## src/rtl/gpu_line_rasterizer.sv

```systemverilog
// rtl/gpu_line_rasterizer.sv - Bresenham line engine emitting one pixel per handshake
module gpu_line_rasterizer #(
  parameter int WIDTH_BITS  = 10,
  parameter int HEIGHT_BITS = 9
) (
  input  logic                   clk,
  input  logic                   rst,
  input  logic [WIDTH_BITS-1:0]  x1_i,
  input  logic [HEIGHT_BITS-1:0] y1_i,
  input  logic [WIDTH_BITS-1:0]  x2_i,
  input  logic [HEIGHT_BITS-1:0] y2_i,
  input  logic                   run_i,
  input  logic                   pixel_ready_i,
  output logic [WIDTH_BITS-1:0]  pixel_x_o,
  output logic [HEIGHT_BITS-1:0] pixel_y_o,
  output logic                   pixel_valid_o,
  output logic                   finished_o,
  output logic                   busy_o
);

  // Error terms carry one sign bit plus one headroom bit over the widest axis;
  // the doubled error needs one more bit on top of that.
  localparam int MAXB = (WIDTH_BITS > HEIGHT_BITS) ? WIDTH_BITS : HEIGHT_BITS;
  localparam int EW   = MAXB + 2;
  localparam int E2W  = EW + 1;

  localparam logic [WIDTH_BITS-1:0]  X_ONE  = {{(WIDTH_BITS-1){1'b0}}, 1'b1};
  localparam logic [HEIGHT_BITS-1:0] Y_ONE  = {{(HEIGHT_BITS-1){1'b0}}, 1'b1};
  localparam logic signed [EW-1:0]   ZERO_E = '0;

  typedef enum logic [1:0] {
    IDLE,
    DRAW,
    DONE,
    HOLD
  } state_t;

  state_t state;

  logic [WIDTH_BITS-1:0]  x;
  logic [WIDTH_BITS-1:0]  xe;
  logic [HEIGHT_BITS-1:0] y;
  logic [HEIGHT_BITS-1:0] ye;
  logic signed [EW-1:0]   dx;
  logic signed [EW-1:0]   dy;
  logic signed [EW-1:0]   err;
  // Step direction flags: 1 means the coordinate decrements.
  logic                   sx;
  logic                   sy;

  logic [WIDTH_BITS-1:0]  adx_u;
  logic [HEIGHT_BITS-1:0] ady_u;
  logic signed [EW-1:0]   dx_init;
  logic signed [EW-1:0]   dy_init;

  logic signed [E2W-1:0]  e2;
  logic signed [E2W-1:0]  dx_w;
  logic signed [E2W-1:0]  dy_w;
  logic                   step_x;
  logic                   step_y;
  logic                   at_end;
  logic signed [EW-1:0]   err_next;
  logic [WIDTH_BITS-1:0]  x_next;
  logic [HEIGHT_BITS-1:0] y_next;

  // Line setup terms derived straight from the endpoint inputs.
  always_comb begin
    adx_u   = (x2_i >= x1_i) ? (x2_i - x1_i) : (x1_i - x2_i);
    ady_u   = (y2_i >= y1_i) ? (y2_i - y1_i) : (y1_i - y2_i);
    dx_init = signed'({{(EW-WIDTH_BITS){1'b0}}, adx_u});
    dy_init = -signed'({{(EW-HEIGHT_BITS){1'b0}}, ady_u});
  end

  // One Bresenham step: both axis decisions use the same doubled error.
  always_comb begin
    e2       = {err, 1'b0};
    dx_w     = E2W'(dx);
    dy_w     = E2W'(dy);
    step_x   = (e2 >= dy_w);
    step_y   = (e2 <= dx_w);
    err_next = err + (step_x ? dy : ZERO_E) + (step_y ? dx : ZERO_E);
    x_next   = x;
    y_next   = y;
    if (step_x) begin
      x_next = sx ? (x - X_ONE) : (x + X_ONE);
    end
    if (step_y) begin
      y_next = sy ? (y - Y_ONE) : (y + Y_ONE);
    end
    at_end   = (x == xe) && (y == ye);
  end

  // Control FSM with registered handshake, completion and busy outputs.
  always_ff @(posedge clk) begin
    if (rst) begin
      state         <= IDLE;
      x             <= '0;
      y             <= '0;
      xe            <= '0;
      ye            <= '0;
      dx            <= '0;
      dy            <= '0;
      err           <= '0;
      sx            <= 1'b0;
      sy            <= 1'b0;
      pixel_valid_o <= 1'b0;
      finished_o    <= 1'b0;
      busy_o        <= 1'b0;
    end else begin
      case (state)
        IDLE: begin
          finished_o <= 1'b0;
          if (run_i) begin
            x             <= x1_i;
            y             <= y1_i;
            xe            <= x2_i;
            ye            <= y2_i;
            dx            <= dx_init;
            dy            <= dy_init;
            err           <= dx_init + dy_init;
            sx            <= !(x1_i < x2_i);
            sy            <= !(y1_i < y2_i);
            pixel_valid_o <= 1'b1;
            busy_o        <= 1'b1;
            state         <= DRAW;
          end
        end
        DRAW: begin
          if (pixel_valid_o && pixel_ready_i) begin
            if (at_end) begin
              pixel_valid_o <= 1'b0;
              finished_o    <= 1'b1;
              state         <= DONE;
            end else begin
              x   <= x_next;
              y   <= y_next;
              err <= err_next;
            end
          end
        end
        DONE: begin
          finished_o <= 1'b0;
          if (run_i) begin
            state <= HOLD;
          end else begin
            busy_o <= 1'b0;
            state  <= IDLE;
          end
        end
        HOLD: begin
          // A run strobe still high from the finished line must not restart it.
          if (!run_i) begin
            busy_o <= 1'b0;
            state  <= IDLE;
          end
        end
        default: begin
          pixel_valid_o <= 1'b0;
          finished_o    <= 1'b0;
          busy_o        <= 1'b0;
          state         <= IDLE;
        end
      endcase
    end
  end

  assign pixel_x_o = x;
  assign pixel_y_o = y;

endmodule
```

## config.mk

```make
export PLATFORM = sky130hd
export DESIGN_NAME = gpu_line_rasterizer
export DESIGN_NICKNAME = d
export VERILOG_FILES = /design/src/rtl/gpu_line_rasterizer.sv
export SDC_FILE = /design/constraint.sdc
export NUM_CORES = 1
export LEC_CHECK = 0
export ABC_CLOCK_PERIOD_IN_PS = 5150
export CAP_MARGIN = 20
export CORE_ASPECT_RATIO = 1.75
export CORE_UTILIZATION = 25
export CTS_CLUSTER_DIAMETER = 100
export CTS_CLUSTER_SIZE = 28
export DETAILED_ROUTE_END_ITERATION = 8
export MAX_ROUTING_LAYER = met4
export PLACE_DENSITY = 0.52
export SKIP_CTS_REPAIR_TIMING = 1
export SYNTH_ARGS = -nofsm -noshare
export SYNTH_HDL_FRONTEND = slang
export SYNTH_SLANG_ARGS = --single-unit
```

## constraint.sdc

```tcl
create_clock -name clk -period 5.15 [get_ports clk]
set_clock_uncertainty 0.05 [all_clocks]
set_input_delay 1.03 -clock clk [delete_from_list [all_inputs] [get_ports clk]]
set_output_delay 1.03 -clock clk [all_outputs]
set_load 0.01 [all_outputs]
```

# [After elaboration in Yosys (flattened, before gate mapping)]
# Index checks and enable logic that the tools add are counted.
[op_classes] reduce_logical=18 n_lt_le_gt_ge=6 n_addsub=12 mux=35 eq_ne=13
[op_table] cell="two-way mux 10 bit" n=7
[op_table] cell="two-way mux 9 bit" n=6
[op_table] cell="two-way mux 12 bit" n=4
[op_table] cell="one-hot mux 12 bit (2 select lines)" n=1
[op_table] cell="one-hot mux 10 bit (2 select lines)" n=1
[op_table] cell="subtractor 10 bit" n=2
[op_table] cell="one-hot mux 9 bit (2 select lines)" n=1
[op_table] cell="subtractor 9 bit" n=2
[op_table] cell="!= test 2 bit (second input constant)" n=8
[op_table] cell="greater-or-equal comparator 13 x 12 -> 1 bit" n=1
[op_table] cell="less-or-equal comparator 13 x 11 -> 1 bit" n=1
[op_table] cell="adder 11 x 12 -> 12 bit" n=1
[op_table] cell="adder 12 x 11 -> 12 bit" n=1
[op_table] cell="adder 12 bit" n=1
[op_table] cell="negator 9 -> 12 bit" n=1
[op_table] cell="AND reduction 4 bit" n=3
[op_table] cell="adder 10 x 1 -> 10 bit (second input constant)" n=1
[op_table] cell="== test 10 bit" n=1
[op_table] cell="greater-or-equal comparator 10 bit" n=1
[op_table] cell="< comparator 10 bit" n=1
[op_table] cell="two-way mux 2 bit" n=5
[op_table] cell="AND reduction 5 bit" n=2
[op_table] cell="subtractor 10 x 1 -> 10 bit (second input constant)" n=1
[op_table] cell="adder 9 x 1 -> 9 bit (second input constant)" n=1
[op_table] cell="other kinds (16)" n=30
[word_totals] wordCells=97 regBits=79 input_bits=42

# [Depth between registers and ports, before layout]
# Gate-level depths: netlist (run 1).
[depth] ltp_word=7 ltp_mapped=28 ltp_nobuf=27

# [Worst setup path before layout (run 1)]
# Ideal clock, no wire load.
[synth_timing] path_kind="input -> register" start="input x1_i[3]" end="register err[10]" slack_ns=0.143 t_required_ns=4.999 path_stages=21 arrival_time_ns=4.856 n_path_buf=2 path_cell_list="inv_1 -> ha_1 -> clkbuf_1 -> a21oi_1 -> a31oi_1 -> o41ai_2 -> clkbuf_1 -> mux2i_1 -> xnor2_1 -> ha_1 -> nor2b_1 -> o21ai_0 -> a21oi_1 -> o21ai_0 -> a21boi_0 -> o21ai_0 -> a21boi_0 -> o21ai_0 -> and3_1 -> nor3_1 -> o41ai_1"
[synth_via] elab_chain_len=5
[synth_rtl] element="start: declaration" line_no="8" rtl="input logic [WIDTH_BITS-1:0] x1_i,"
[synth_rtl] element="greater-or-equal comparator 10 bit" line_no="68" rtl="adx_u = (x2_i >= x1_i) ? (x2_i - x1_i) : (x1_i - x2_i);"
[synth_rtl] element="two-way mux 10 bit" line_no="68"
[synth_rtl] element="net adx_u[2]" line_no="51" rtl="logic [WIDTH_BITS-1:0] adx_u;"
[synth_rtl] element="adder 11 x 12 -> 12 bit" line_no="120" rtl="err <= dx_init + dy_init;"
[synth_rtl] element="two-way mux 12 bit" line_no="113" rtl="if (run_i) begin"
[synth_rtl] element="one-hot mux 12 bit (2 select lines)" line_no="110" rtl="case (state)"
[synth_rtl] element="end signal: assignment" line_no="120"
[synth_rtl] element="end signal: assignment" line_no="137" rtl="err <= err_next;"
[synth_rtl] element="end: declaration" line_no="46" rtl="logic signed [EW-1:0] err;"
# The timed path passes the listed nets, and every way through them passes these cells. The select of a mux whose other input is x is not followed.
# A chain may end at the register's enable or synchronous reset.

# [Worst setup path in the final report (run 1)]
[layout_timing] start="input y1_i[2]" end="register err[9]"
[layout_via] elab_chain_len=6
[layout_rtl] element="start: declaration" line_no="9" rtl="input logic [HEIGHT_BITS-1:0] y1_i,"
[layout_rtl] element="subtractor 9 bit / greater-or-equal comparator 9 bit (equally long branches)" line_no="69" rtl="ady_u = (y2_i >= y1_i) ? (y2_i - y1_i) : (y1_i - y2_i);"
[layout_rtl] element="two-way mux 9 bit *" line_no="69"
[layout_rtl] element="negator 9 -> 12 bit *" line_no="71" rtl="dy_init = -signed'({{(EW-HEIGHT_BITS){1'b0}}, ady_u});"
[layout_rtl] element="net dy_init[7]" line_no="54" rtl="logic signed [EW-1:0] dy_init;"
[layout_rtl] element="adder 11 x 12 -> 12 bit *" line_no="120"
[layout_rtl] element="two-way mux 12 bit *" line_no="113"
[layout_rtl] element="one-hot mux 12 bit (2 select lines) *" line_no="110"
# The timed path passes the listed nets; every way through them passes the cells marked *. The select of a mux whose other input is x is not followed.

==> results of run 1 <==
==> path summary, 6_finish.rpt <==
check / from / end / slack (ps) / cells after the start
worst min-delay path: dy[1] / dy[1] / 410 / 2
worst max-delay path: y1_i[2] / err[9] / 230 / 21
worst max register to register: dx[2] / err[10] / 270 / 26
worst min register to register: dy[1] / dy[1] / 410 / 2
==> routing by layer <==
layer	share of wire (%)	vias up	track usage [%]
met5	0	-	-
met4	4.3	0	8.01
met3	1.5	42	1.85
met2	59	97	34.4
met1	35	3455	15.0
li1	-	3700	-
==> state kept, by name, indices dropped and copies added, names as in the netlist <==
name,flops
busy_o,1
dx,10
dy,12
err,12
finished_o,1
pixel_valid_o,1
pixel_x_o,10
pixel_y_o,9
state,2
sx,1
sy,1
xe,10
ye,9
==> metrics by stage <==
stage | instance area (um^2) | cells | hold WS [ps] | utilization, %
5_1_grt | 10500 | 1551 | 438 | 35.7
3_5_place_dp | 9550 | 1517 | 398 | 32.6
4_1_cts | 9850 | 1532 | 406 | 33.6
6_report | 10500 | 1551 | 407 | 35.7
2_1_floorplan | 7430 | 955 | 386 | -
3_3_place_gp | 9550 | 1517 | 396 | 32.6
==> worst min-delay path: cells and delay by family (launching register included) <==
| family | cells | cell delay (ps) |
|---|---|---|
| AO/OA/AOI/OAI | 1 | 50 |
| flip-flops | 1 | 310 |
| AND/OR/NAND/NOR | 1 | 50 |
==> layout by cell type (no fill, tap or decap), drive strengths merged, types with 17 or more instances in the layout <==
master / instances
a211oi: 29
a21o: 20
a21oi: 101
buf: 173
clkdlybuf4s50: 54
dfxtp: 79
fa: 18
ha: 96
inv: 113
nand2: 95
nor2: 76
o21ai: 36
xnor2: 49
xor2: 17
==> cell families (layout without fill, tap and decap cells) <==
kind of cell | after synthesis | in the layout
mux | 15 | 15
buf+inv | 151 | 365
flops | 79 | 79
compound gates | 256 | 256
xor+xnor | 66 | 66
simple gates | 274 | 274
fa+ha+maj | 114 | 114
==> final cells by class <==
type                            count  area, um^2  share of cell area [%]
Sequential cell                    79        1580                    15.1
Timing Repair Buffer              236        1950                    18.6
Clock buffer                       12         256                    2.45
Tap cell                          382         478                    4.57
Multi-Input combinational cell    725        5730                    54.8
Inverter                          114         428                    4.09
Clock inverter                      3        42.5                   0.407
==> synthesized netlist by cell type, types with 3 or more instances <==
cell type    n  share of area, %
inv_1      113               5.7
a21oi_1    100               6.7
ha_1        96                16
nand2_1     94               4.7
dfxtp_1     79                21
nor2_1      76               3.8
xnor2_1     48               5.7
o21ai_0     35               2.4
clkbuf_1    33               1.7
a211oi_1    29               2.9
a21o_1      19               1.9
fa_1        18               4.8
xor2_1      17               2.0
nand3_1     14              0.94
nor2b_1     14               1.2
and2_1      13               1.1
mux2i_1     13               1.8
nor3_1      12              0.81
nand2b_1     9              0.76
nand4_1      9              0.76
o21bai_1     8              0.81
and3_1       7              0.59
o211ai_1     6              0.61
o21a_1       6              0.61
a221oi_1     5              0.59
o31ai_1      5              0.51
a21boi_0     4              0.40
nor4_1       4              0.34
o211a_1      4              0.54
or3_1        4              0.34
a211o_1      3              0.35
a31oi_1      3              0.25
nand3b_1     3              0.30
==> power by group through the flow <==
stage	clock network, uW	registers (uW)	logic, uW
floorplan	0	766	1010
global placement	0	771	1720
detailed placement	0	773	1740
CTS	687	759	1750
global route	708	769	2160
finish	671	759	1960
==> run metrics, run 1 <==
Num CTS Buffers=9; Worst path max stage delay=480 ps; Post-layout nets=1321; num rows=83; Post-DP HPWL=19600 um; Ys Warns=0; Core Footprint=0.0293 mm^2; final worst-path cycle share=95.6%; clock slew at reported path FFs=60 ps; critical-path cell list=clkdlybuf4s50_1 > inv_1 > ha_4 > and3_4 > a21bo_4 > buf_4 > a21o_4 > or2_1 > o221ai_2 > buf_4 > nand2_1 > or3_4 > nor2_4 > xnor2_2 > ha_4 > nand3_1 > nand2_2 > a2111oi_4 > buf_4 > o2111ai_1 > o311ai_1; Leak=0.00476 uW; ys flop type=dfxtp_1; register bit total from synthesis=79; setup TNS=0 ps; post-synthesis mux area share=2.05%; Least-Margin Pin Slew=905 ps; layout cells sized above 1=24.3%; Congestion Overflow GR=0; overall routing resource usage=16.9%; DRT Pass-1 Iters=5; Adder-Cell Fraction of Synth Area=21.0%; DRT Wirelength=24500 um; Fmax=0.203 GHz; RD Place Congestion=0.911; syn nets=1111; io pins=64; CP delay by family, top=compound AO/OA/AOI/OAI gates; CP Capture Type=flip-flop; Synth Area in Simple Gates=17.4%; Area Growth Syn to Fin=40.8%; Slew Limit Fails=0; Mapped Cells=955; Final Critical Period=4920 ps; first-pass GRT wire length=38900 um; WL/cell=15.8 um; Worst-Skew Late Latency=360 ps; CTS root buf=clkbuf_16; Power Density=324 mW/mm^2; mean post-synth cell area=7.78 um^2; fillcell total=3077; CP Buf/Inv Count=5; mapped cell area=0.00743 mm^2; Die Y=230 um; Synth Area in XOR/XNOR=7.88%; Logic pwr share=57.9%; distinct cell type count after synthesis=74; IO buf count=63; Final Setup Violations=0; vias in the first global route=7624; # diodes=0; Worst Path Required=5370 ps; Seq/Total Area, Yosys=21.3%; CP dominant cell by count=buf_4; VDD IR max=0.183 mV; Via Count=7294; sw frac=40.0%; Die Area=0.0304 mm^2; Final Hold Viols=0; CP Class=input pin to flip-flop; drt drc=0; fraction of registers with async set or reset after synthesis=0%; Initial Util=25.4%; Place WS=-683 ps; Hold Path Class=flip-flop to flip-flop; Clock Path Buffers=2; Slew headroom=39.1%; CTS Sinks=79; largest net degree at the start of global routing=46; initial antenna violation count=0; overall die width=132 um; H-Tree Depth=3; part of the power in registers=22.4%; main combinational cell family by area after synthesis=compound AO/OA/AOI/OAI gates; Post-synth EDFFs=0; Arr. time, crit path=5140 ps; # Max-Cap Violations=0; drt via density=4.70; drt first-iter violations=197; Crit Path Max Fanout=6; Clk network pwr share=19.8%; internal power=2040 uW; status=finished clean; Critical-path top delay cell=clkdlybuf4s50_1; net switching power=1360 uW; Final WS setup=227 ps; Pwr Total=3390 uW; TritonCTS clock tree=built; Compound-Gate Fraction of Synth Area=22.7%; CP startpoint kind=input pin; Routed Antenna Nets=0
Power figures use the tool's default switching activity.
==> inputs of run 2 (changes only) <==
--- a/config.mk
+++ b/config.mk
@@ -8,12 +8,13 @@
 export ABC_CLOCK_PERIOD_IN_PS = 5150
 export CAP_MARGIN = 20
 export CORE_ASPECT_RATIO = 1.75
-export CORE_UTILIZATION = 25
+export CORE_UTILIZATION = 40
 export CTS_CLUSTER_DIAMETER = 100
 export CTS_CLUSTER_SIZE = 28
 export DETAILED_ROUTE_END_ITERATION = 8
 export MAX_ROUTING_LAYER = met4
-export PLACE_DENSITY = 0.52
+export PLACE_DENSITY = 0.71
+export RECOVER_POWER = 100
 export SKIP_CTS_REPAIR_TIMING = 1
 export SYNTH_ARGS = -nofsm -noshare
 export SYNTH_HDL_FRONTEND = slang
==> run metrics, run 2 (synthesized netlist as in run 1, its figures left out) <==
status=finished clean (unchanged); num rows=65 (was 83); CTS Sinks=79 (unchanged); RD Place Congestion=0.957 (was 0.911); DRT Wirelength=22400 um (was 24500 um); overall routing resource usage=24.0% (was 16.9%); Core Footprint=0.0181 mm^2 (was 0.0293 mm^2); CTS root buf=clkbuf_16 (unchanged); # Max-Cap Violations=0 (unchanged); Placement Cell Area=0.00927 mm^2 (was 0.00955 mm^2); CP Class=input pin to flip-flop (unchanged); Slew headroom=25.1% (was 39.1%); Via Count=7502 (was 7294); VDD IR max=0.221 mV (was 0.183 mV); Hold Path Class=flip-flop to flip-flop (unchanged); Worst path max stage delay=490 ps (was 480 ps); Leak=0.00466 uW (was 0.00476 uW); RSZ-0062 raised after global routing=yes; CP startpoint kind=input pin (unchanged); Clock Path Buffers=2 (unchanged); Die Y=182 um (was 230 um); Least-Margin Pin Slew=1120 ps (was 905 ps); Die Area=0.0192 mm^2 (was 0.0304 mm^2); Post-DP HPWL=17500 um (was 19600 um); drt drc=0 (unchanged); Placed Cells=1356 (was 1517); Critical-path top delay cell=clkdlybuf4s50_1 (unchanged); area of the multi-input gates=0.00565 mm^2 (was 0.00573 mm^2); most common cell after layout, fill and taps aside=buf_4 (unchanged); Initial Util=41.0% (was 25.4%); vias in the first global route=7445 (was 7624); most frequent cells in the layout=buf_4 (151), inv_1 (109), nand2_1 (94) (was buf_4 (172), inv_1 (110), nand2_1 (93)); post-layout util=55.3% (was 35.7%); Power Density=325 mW/mm^2 (was 324 mW/mm^2); Pwr Total=3260 uW (was 3390 uW); Crit Path Max Fanout=6 (unchanged); fillcell total=1602 (was 3077); largest net degree at the start of global routing=43 (was 46); drt first-iter violations=251 (was 197); setup TNS=0 ps (unchanged); Area Growth Syn to Fin=34.9% (was 40.8%); Post-layout nets=1300 (was 1321); Top Registers=dy x12, err x12 (unchanged); io pins=64 (unchanged); Hold Crit Depth=2 (unchanged); final worst-path cycle share=97.5% (was 95.6%); DRT Pass-1 Iters=5 (unchanged); post-route cell area=0.0100 mm^2 (was 0.0105 mm^2); Fmax=0.199 GHz (was 0.203 GHz); CP dominant cell by count=buf_4 (unchanged); Final Setup Violations=0 (unchanged); Final Hold Viols=0 (unchanged); IO buf count=63 (unchanged); layout cells sized above 1=21.3% (was 24.3%); Sequential cell area=0.00158 mm^2 (unchanged); Worst-Skew Late Latency=350 ps (was 360 ps); CP Capture Type=flip-flop (unchanged); Routed Antenna Nets=0 (unchanged); critical-path cell list=clkdlybuf4s50_1 > ha_1 > inv_2 > fa_2 > nand3_2 > a31oi_4 > o41ai_4 > buf_4 > mux2i_1 > buf_4 > inv_1 > ha_1 > a21o_1 > a21oi_2 > o21ai_0 > a21o_1 > and3_4 > a2111oi_4 > buf_4 > o2111ai_1 > o311ai_1 (was clkdlybuf4s50_1 > inv_1 > ha_4 > and3_4 > a21bo_4 > buf_4 > a21o_4 > or2_1 > o221ai_2 > buf_4 > nand2_1 > or3_4 > nor2_4 > xnor2_2 > ha_4 > nand3_1 > nand2_2 > a2111oi_4 > buf_4 > o2111ai_1 > o311ai_1); clock slew at reported path FFs=60 ps (about the same); H-Tree Depth=3 (unchanged); WL/cell=16.2 um (was 15.8 um); initial antenna violation count=0 (unchanged); Congestion Overflow GR=0 (unchanged); TritonCTS clock tree=built (unchanged); worst reg2reg path depth=25 (was 26); Arr. time, crit path=5220 ps (was 5140 ps); drt via density=5.43 (was 4.70); Final Critical Period=5020 ps (was 4920 ps); first-pass GRT wire length=35200 um (was 38900 um); # diodes=0 (unchanged); Num CTS Buffers=9 (unchanged); Non-Filler Instances=1382 (was 1551); Slew Limit Fails=0 (unchanged); Worst Path Required=5350 ps (was 5370 ps); overall die width=105 um (was 132 um)
==> run 2: worst max-delay path, delay by kind of cell <==
family / cells / cell delay (ps)
simple gates: 2 / 310
compound gates: 9 / 1670
fa+ha+maj: 3 / 840
mux: 1 / 220
buf+inv: 6 / 1140
==> run 2: path summary, 6_finish.rpt <==
| path | start | end | slack (ps) |
|---|---|---|---|
| setup / recovery | x1_i[0] | err[9] | 130 |
| hold / removal | dy[3] | dy[3] | 400 |
| hold reg to reg | dy[3] | dy[3] | 400 |
| setup reg to reg | dx[5] | err[10] | 210 |
==> run 2: final cells by class <==
class	count	area share, %
Tap cell	234	2.92
Multi-Input combinational cell	725	56.3
Inverter	114	4.27
Clock inverter	5	0.586
Timing Repair Buffer	215	17.7
Clock buffer	10	2.38
Sequential cell	79	15.8
==> run 2: stage by stage <==
stage	hold WS (ps)	setup WS, ps
floorplan	386	143
global placement	393	-409
detailed placement	399	-460
CTS	407	-191
global route	435	-69.5
finish	405	130
==> run 2: power breakdown <==
group | switching [uW] | internal (uW) | leakage [uW] | total [uW]
combinational | 960 | 896 | 0.00387 | 1860
clock | 259 | 386 | 0.000141 | 645
sequential | 74.8 | 683 | 0.000651 | 758
==> run 2: per-layer routing <==
metal	GRT usage (%)	vias to the layer above	routed length, um
met4	16.4	0	1420
met5	-	-	0
li1	-	3670	-
met1	21.4	3578	7970
met2	46.4	175	12500
met3	2.50	79	515
==> inputs of run 3 (changes only) <==
--- a/config.mk
+++ b/config.mk
@@ -8,13 +8,11 @@
 export ABC_CLOCK_PERIOD_IN_PS = 5150
 export CAP_MARGIN = 20
 export CORE_ASPECT_RATIO = 1.75
-export CORE_UTILIZATION = 40
+export CORE_UTILIZATION = 45
 export CTS_CLUSTER_DIAMETER = 100
-export CTS_CLUSTER_SIZE = 28
 export DETAILED_ROUTE_END_ITERATION = 8
 export MAX_ROUTING_LAYER = met4
-export PLACE_DENSITY = 0.71
-export RECOVER_POWER = 100
+export PLACE_DENSITY = 0.77
 export SKIP_CTS_REPAIR_TIMING = 1
 export SYNTH_ARGS = -nofsm -noshare
 export SYNTH_HDL_FRONTEND = slang
==> run metrics, run 3 (synthesized netlist as in run 1, its figures left out) <==
CTS Sinks=79 (unchanged); Least-Margin Pin Slew=1110 ps (was 1120 ps); fillcell total=1281 (was 1602); RD Place Congestion=0.959 (was 0.957); Final Critical Period=5080 ps (was 5020 ps); CTS root buf=clkbuf_16 (unchanged); vias in the first global route=7404 (was 7445); Worst Path Required=5330 ps (was 5350 ps); status=finished clean (unchanged); CP Capture Type=flip-flop (unchanged); drt via density=5.71 (was 5.43); num rows=61 (was 65); Post-layout nets=1306 (was 1300); H-Tree Depth=3 (unchanged); Non-Filler Instances=1344 (was 1382); # Max-Cap Violations=0 (unchanged); Placed Cells=1312 (was 1356); Register-to-Register Setup Slack=270 ps (was 210 ps); CP Buf/Inv Count=5 (was 6); final worst-path cycle share=98.7% (was 97.5%); Via Count=7670 (was 7502); Die Y=172 um (was 182 um); Worst-Skew Late Latency=360 ps (was 350 ps); Slew Limit Fails=0 (unchanged); Worst path max stage delay=550 ps (was 490 ps); initial antenna violation count=0 (unchanged); Congestion Overflow GR=0 (unchanged); layout cells sized above 1=22.9% (was 21.3%); Final Setup Violations=0 (unchanged); drt drc=0 (unchanged); Initial Util=46.4% (was 41.0%); Area Growth Syn to Fin=36.3% (was 34.9%); sw frac=39.9% (was 39.7%); Final Hold Viols=0 (unchanged); IO buf count=63 (unchanged); Placement Cell Area=0.00922 mm^2 (was 0.00927 mm^2); overall die width=99.1 um (was 105 um); Top Registers=dy x12, err x12 (unchanged); Logic pwr share=57.6% (was 57.0%); TritonCTS clock tree=built (unchanged); Die Area=0.0171 mm^2 (was 0.0192 mm^2); worst reg2reg path depth=26 (was 25); post-route cell area=0.0101 mm^2 (was 0.0100 mm^2); most frequent cells in the layout=buf_4 (155), inv_1 (107), nand2_1 (93) (was buf_4 (151), inv_1 (109), nand2_1 (94)); Arr. time, crit path=5260 ps (was 5220 ps); CP dominant cell by count=buf_4 (unchanged); clock slew at reported path FFs=60 ps (about the same); Crit Path Max Fanout=5 (was 6); setup TNS=0 ps (unchanged); Slew headroom=25.6% (was 25.1%); largest net degree at the start of global routing=43 (unchanged); first-pass GRT wire length=35100 um (was 35200 um); Post-DP HPWL=17200 um (was 17500 um); drt first-iter violations=446 (was 251); # diodes=0 (unchanged); Clock Path Buffers=2 (unchanged); Leak=0.00468 uW (was 0.00466 uW); Fmax=0.197 GHz (was 0.199 GHz); Clk network pwr share=19.6% (was 19.8%); CP delay by family, top=simple AND/OR/NAND/NOR gates (was compound AO/OA/AOI/OAI gates); Core Footprint=0.0160 mm^2 (was 0.0181 mm^2); internal power=2000 uW (was 1960 uW); CP startpoint kind=input pin (unchanged); Num CTS Buffers=9 (unchanged); DRT Pass-1 Iters=5 (unchanged); Critical-path top delay cell=clkdlybuf4s50_1 (unchanged); post-layout util=63.2% (was 55.3%); DRT Wirelength=23500 um (was 22400 um); overall routing resource usage=27.2% (was 24.0%); Routed Antenna Nets=0 (unchanged); most common cell after layout, fill and taps aside=buf_4 (unchanged); Hold Crit Depth=2 (unchanged); critical-path cell list=clkdlybuf4s50_1 > buf_4 > inv_1 > fa_1 > a21o_1 > a21oi_2 > nor2b_1 > nor4_2 > o311a_1 > xnor2_2 > or3_4 > nor2_2 > xnor2_2 > ha_1 > nand3_1 > nand2_1 > a2111oi_2 > buf_4 > buf_4 > o311ai_1 > nand4_1 (was clkdlybuf4s50_1 > ha_1 > inv_2 > fa_2 > nand3_2 > a31oi_4 > o41ai_4 > buf_4 > mux2i_1 > buf_4 > inv_1 > ha_1 > a21o_1 > a21oi_2 > o21ai_0 > a21o_1 > and3_4 > a2111oi_4 > buf_4 > o2111ai_1 > o311ai_1); part of the power in registers=22.8% (was 23.3%); WL/cell=17.5 um (was 16.2 um); io pins=64 (unchanged); CP Class=input pin to flip-flop (unchanged); net switching power=1330 uW (was 1290 uW); VDD IR max=0.213 mV (was 0.221 mV); cell depth of the worst setup path=21 (unchanged); Power Density=328 mW/mm^2 (was 325 mW/mm^2); Hold Path Class=flip-flop to flip-flop (unchanged)
## run 3: metal layers
layer	GRT usage, %	part of all wire (%)	vias to the layer above
met4	15.1	5.9	0
met1	25.4	36	3648
met5	-	0	-
li1	-	-	3677
met2	52.8	55	232
met3	3.64	2.8	113
## run 3: cell type report
cell class	count	area [um^2]	share of cell area [%]
inverter	114	428	4.23
timing repair buffer	221	1840	18.2
clock buffer	12	246	2.43
multi-input combinational	725	5740	56.6
tap	189	236	2.34
clock inverter	4	55.1	0.544
sequential	79	1580	15.6
## run 3: stage by stage
step | total power (uW) | setup slack (ps) | hold WS, ps
4_1_cts | 3090 | -174 | 407
6_report | 3330 | 69.3 | 408
3_5_place_dp | 2440 | -533 | 398
3_3_place_gp | 2390 | -355 | 393
2_1_floorplan | 1780 | 143 | 386
5_1_grt | 3520 | -86.9 | 428
## run 3: path summary, 6_finish.rpt
path / from / endpoint
worst max-delay path: y2_i[1] / err[11]
worst min-delay path: dy[4] / dy[4]
worst max register to register: dx[2] / err[11]
worst min register to register: dy[4] / dy[4]
## run 3: worst min-delay path, cell delays in order (launching register included)
cell and delay, ps:
dfxtp_1 310, nand2_1 50, a21oi_1 50
## run 3: power by group through the flow
stage	Sequential [uW]	Clock, uW	Combinational (uW)
final	759	653	1920
after global routing	768	681	2070
after CTS	757	654	1680
after detailed placement	770	0	1670
after global placement	768	0	1630
after floorplan	766	0	1010
==> variant 1 (flow settings as in run 2) <==
The 4 states of `state_t` get a one-hot encoding in 4 bits.
--- a/src/rtl/gpu_line_rasterizer.sv
+++ b/src/rtl/gpu_line_rasterizer.sv
@@ -30,7 +30,7 @@
 
-  typedef enum logic [1:0] {
-    IDLE,
-    DRAW,
-    DONE,
-    HOLD
+  typedef enum logic [3:0] {
+    IDLE = 4'b0001,
+    DRAW = 4'b0010,
+    DONE = 4'b0100,
+    HOLD = 4'b1000
   } state_t;
Function: same outputs for any inputs over 4 cycles, from zero or initial values and one cycle with rst high; so few cycles prove little.
==> variant 1 against run 2 <==
  * The flow now finishes with violations (max-capacitance violations, max-slew violations)
  * Critical endpoint is now err[11]
  * Critical path depth increased by 8
  * Largest power group unchanged
  * Sequential cell count increased by 2
  * Worst hold slack improved by 0.014 ns
  * Count of clock-buffer cells in the layout decreased by 1
  * Sequential power increased by 5.7%
  * Highest routed layer unchanged
  * Total power increased by 5.6%
  * Routed wire length decreased by 8.0%
  * Largest cell class unchanged
  * Worst setup slack got worse by 0.064 ns
  * Synthesized cell count decreased by 2.1%
  * Final area decreased by 1.5%
  * Synthesized area decreased by 0.99%
  * Combinational power increased by 6%
==> variant 1: results (changes against run 2) <==
met2 track utilization from global routing 44.4% (-2.1 points); # fillers 1667 (+4.1%); number of clock buffers in the layout 9 (-1); clock-cell share of area 3.06% (+0.095 points); number of global-route vias before repair 7206 (-3.2%); data-path buffer share of cell area in the final layout 18.5% (+0.77 points); number of max-slew violations in the final report 75 (+75); number of search-and-repair iterations in the first detailed-routing pass 4 (-1); IR Drop Worst-Case VDD 0.000198 V (-10%); Cell Int Power 2090 uW (+6.4%); net count after synthesis 1091 (-1.8%); DRT iter0 DRCs 208 (-17%); measured slew at the worst slew-check pin 1.80 ns (+0.680 ns); dpl cell area 9270 um2 (about the same); routed via count divided by cell count 5.19 (-4.4%); Post-DP HPWL 16500 um (-5.9%); violated checks max-capacitance violations, max-slew violations; data arrival time of the critical path 5.32 ns (+0.10 ns); Max-Cap Viols 2 (+2); DRT Wirelength 20600 um (-8.0%); run status complete, but fails checks; routed wl met2 11700 um (-6.9%); last weighted congestion value of the routability-driven placer 0.971 (+1.5%); fraction of layout cells with a size suffix above 1 21.1% (-0.18 points); Final Cell Area 9880 um2 (-1.5%); setup slack at placement -0.556 ns (-0.0951 ns); static power due to leakage 0.00461 uW (-1.2%); cell with the largest stage delay on the worst path sky130_fd_sc_hd__fa_1; met1 WL 7750 um (-2.7%)
## variant 1: cell types whose count changed after synthesis, sizes merged, moves of 6 or more
cell   delta
inv       -8
nor2      +9
and2     +12
nand3     -9
xnor2     +6
a21o      +6
## variant 1: power groups by stage
stage | Clock [uW] | Combinational, uW | Sequential (uW)
floorplan | 0 | 1120 | 799
global placement | 0 | 1780 | 806
detailed placement | 0 | 1820 | 810
CTS | 671 | 1830 | 797
global route | 694 | 2190 | 812
finish | 662 | 1980 | 801
## variant 1: worst paths after layout
check	startpoint	endpoint	slack [ns]
max	dy[2]	err[11]	0.07
min	xe[9]	xe[9]	0.42
max reg2reg	dy[2]	err[11]	0.07
min reg2reg	xe[9]	xe[9]	0.42
## variant 1: logic make-up (layout without fill, tap and decap cells)
kind of cell    count (synthesis)  in the layout  share of synthesized area [%]
compound gates                258            258                           23.0
xor+xnor                       69             69                           8.43
mux                            17             17                           2.31
simple gates                  257            257                           15.9
buf+inv                       139            343                           7.11
fa+ha+maj                     114            114                           21.2
flops                          81             81                           22.0
==> variant 2 (flow settings as in run 2) <==
Made on the original files. Change the parameter `HEIGHT_BITS` from 9 to 18.
--- a/src/rtl/gpu_line_rasterizer.sv
+++ b/src/rtl/gpu_line_rasterizer.sv
@@ -3,3 +3,3 @@
   parameter int WIDTH_BITS  = 10,
-  parameter int HEIGHT_BITS = 9
+  parameter int HEIGHT_BITS = 18
 ) (
Interface: changed (resized pixel_y_o, y1_i and y2_i); port bits go from 64 to 91. No check against the original RTL was run, so the function may have changed too.
==> variant 2 against run 2 <==
  * The flow now finishes with violations (max-capacitance violations, max-slew violations, negative setup slack)
  * Die area increased by 52%
  * Register-to-register slack got worse by 0.89 ns
  * Sequential power increased by 37%
  * Utilization increased by 4.8 points
  * Clock power increased by 91%
  * Final area increased by 68%
  * Synthesized area increased by 53%
  * Total power increased by 55%
  * Combinational power increased by 49%
  * Routed wire length increased by 73%
  * Worst setup slack got worse by 0.81 ns
  * Sequential cell count increased by 34
  * Via count increased by 64%
  * Critical endpoint is now err[19]
  * Largest cell class unchanged
==> variant 2: results (changes against run 2) <==
violated checks max-capacitance violations, max-slew violations, negative setup slack; NumNets Final 2137 (+64%); endpoints failing setup 10 (+10); DRT iter0 DRCs 533 (+110%); deepest level of the CTS H-tree 4 (+1); wire length of the first global-routing pass 60300 um (+71%); GRT Overall Usage 27.4% (+3.5 points); Syn Inst Count 1502 (+57%); total negative slack -3.78 ns (-3.78 ns); Largest regs dy: 20 flops, err: 20 flops; highest fanout seen on the critical path 4 (-2); buffers added on ports 90 (+43%); last weighted congestion value of the routability-driven placer 0.960 (+0.41%); number of max-slew violations in the final report 102 (+102); IR Drop Worst-Case VDD 0.000183 V (-17%); dpl cell area 15100 um2 (+63%); # fillers 2484 (+55%); net count after synthesis 1727 (+55%); clock buffer count from CTS 17 (+8); area of the multi-input gates 9140 um2 (+62%); largest net degree at the start of global routing 67 (+56%); static power due to leakage 0.00785 uW (+68%); Clock Path Buffers 2 (unchanged); share of the yosys chip area belonging to registers 19.9% (-1.4 points); post-detailed-route wirelength per cell 16.9 um (+4.3%); clock insertion delay at the later pin of the skew report 0.44 ns (+0.09 ns); number of vias after detailed routing 12300 (+64%); routed via count divided by cell count 5.37 (-1.1%); Max-Cap Viols 2 (+2); leading post-synthesis cells by cell area sky130_fd_sc_hd__dfxtp_1 20%, sky130_fd_sc_hd__ha_1 16%, sky130_fd_sc_hd__xnor2_1 6.2%, sky130_fd_sc_hd__a21oi_1 6.2%, sky130_fd_sc_hd__nand2_1 5.2%; run status complete, but fails checks; placed cell count 2234 (+65%); Final Cell Area 16800 um2 (+68%); data arrival time of the critical path 6.15 ns (+0.93 ns); Unique masters post-synth 80 (+8.1%); Post-DP HPWL 30200 um (+72%); cell with the largest stage delay on the worst path sky130_fd_sc_hd__fa_2; fraction of layout cells with a size suffix above 1 28.8% (+7.5 points); worst setup slack after layout -0.683 ns (-0.813 ns)
variant 2: kinds of logic (layout without fill, tap and decap cells):
kind of cell	Yosys count	in the layout	share of synthesized area [%]
AOI/OAI and AO/OA	420	420	23.7
xor gates and xnor gates	105	105	8.08
adders and majority gates	165	165	19.3
buffers and inverters	216	639	7.36
DFF	113	113	19.9
muxes	26	26	2.42
and+or+nand+nor	457	457	19.2
variant 2: final cells by class:
type                       count  share of cell area, %
clock inverter                10                  0.789
tap                          373                   2.78
sequential                   113                   13.5
inverter                     148                   3.38
timing repair buffer         459                   22.4
clock buffer                  22                   2.82
multi-input combinational   1173                   54.4
variant 2: path summary, 6_finish.rpt:
check / from / cells past startpoint / to / slack [ns]
worst min register to register: dx[2] / 2 / dx[2] / 0.41
worst max register to register: err[0] / 32 / err[19] / -0.68
worst min-delay path: dx[2] / 2 / dx[2] / 0.41
worst max-delay path: err[0] / 32 / err[19] / -0.68
variant 2: power breakdown:
group	internal [uW]	switching, uW	leakage [uW]	total (uW)
combinational	1400	1380	0.00663	2770
clock	793	438	0.000292	1230
sequential	966	76.3	0.000934	1040
total	3150	1890	0.00785	5050
variant 2: metrics by stage:
step	power (uW)	setup slack, ns
4_1_cts	4730	-0.986
5_1_grt	5340	-0.899
6_report	5050	-0.683
3_5_place_dp	3480	-1.09
2_1_floorplan	2440	-0.291
3_3_place_gp	3410	-1.02
variant 2: worst max-delay path, delay by kind of cell, from the launching register on:
kind | cells | cell delay (ns)
compound gates | 18 | 2.94
mux | 1 | 0.36
xor+xnor | 1 | 0.12
buf+inv | 4 | 0.38
fa+ha+maj | 4 | 1.04
flops | 1 | 0.32
simple gates | 4 | 0.52
variant 2: routing by layer:
layer	up-vias	share of wire, %	GRT usage [%]
li1	6091	-	-
met1	5807	35	25.1
met2	304	55	52.3
met3	129	3.3	3.04
met4	0	6.5	18.2
met5	-	0	-
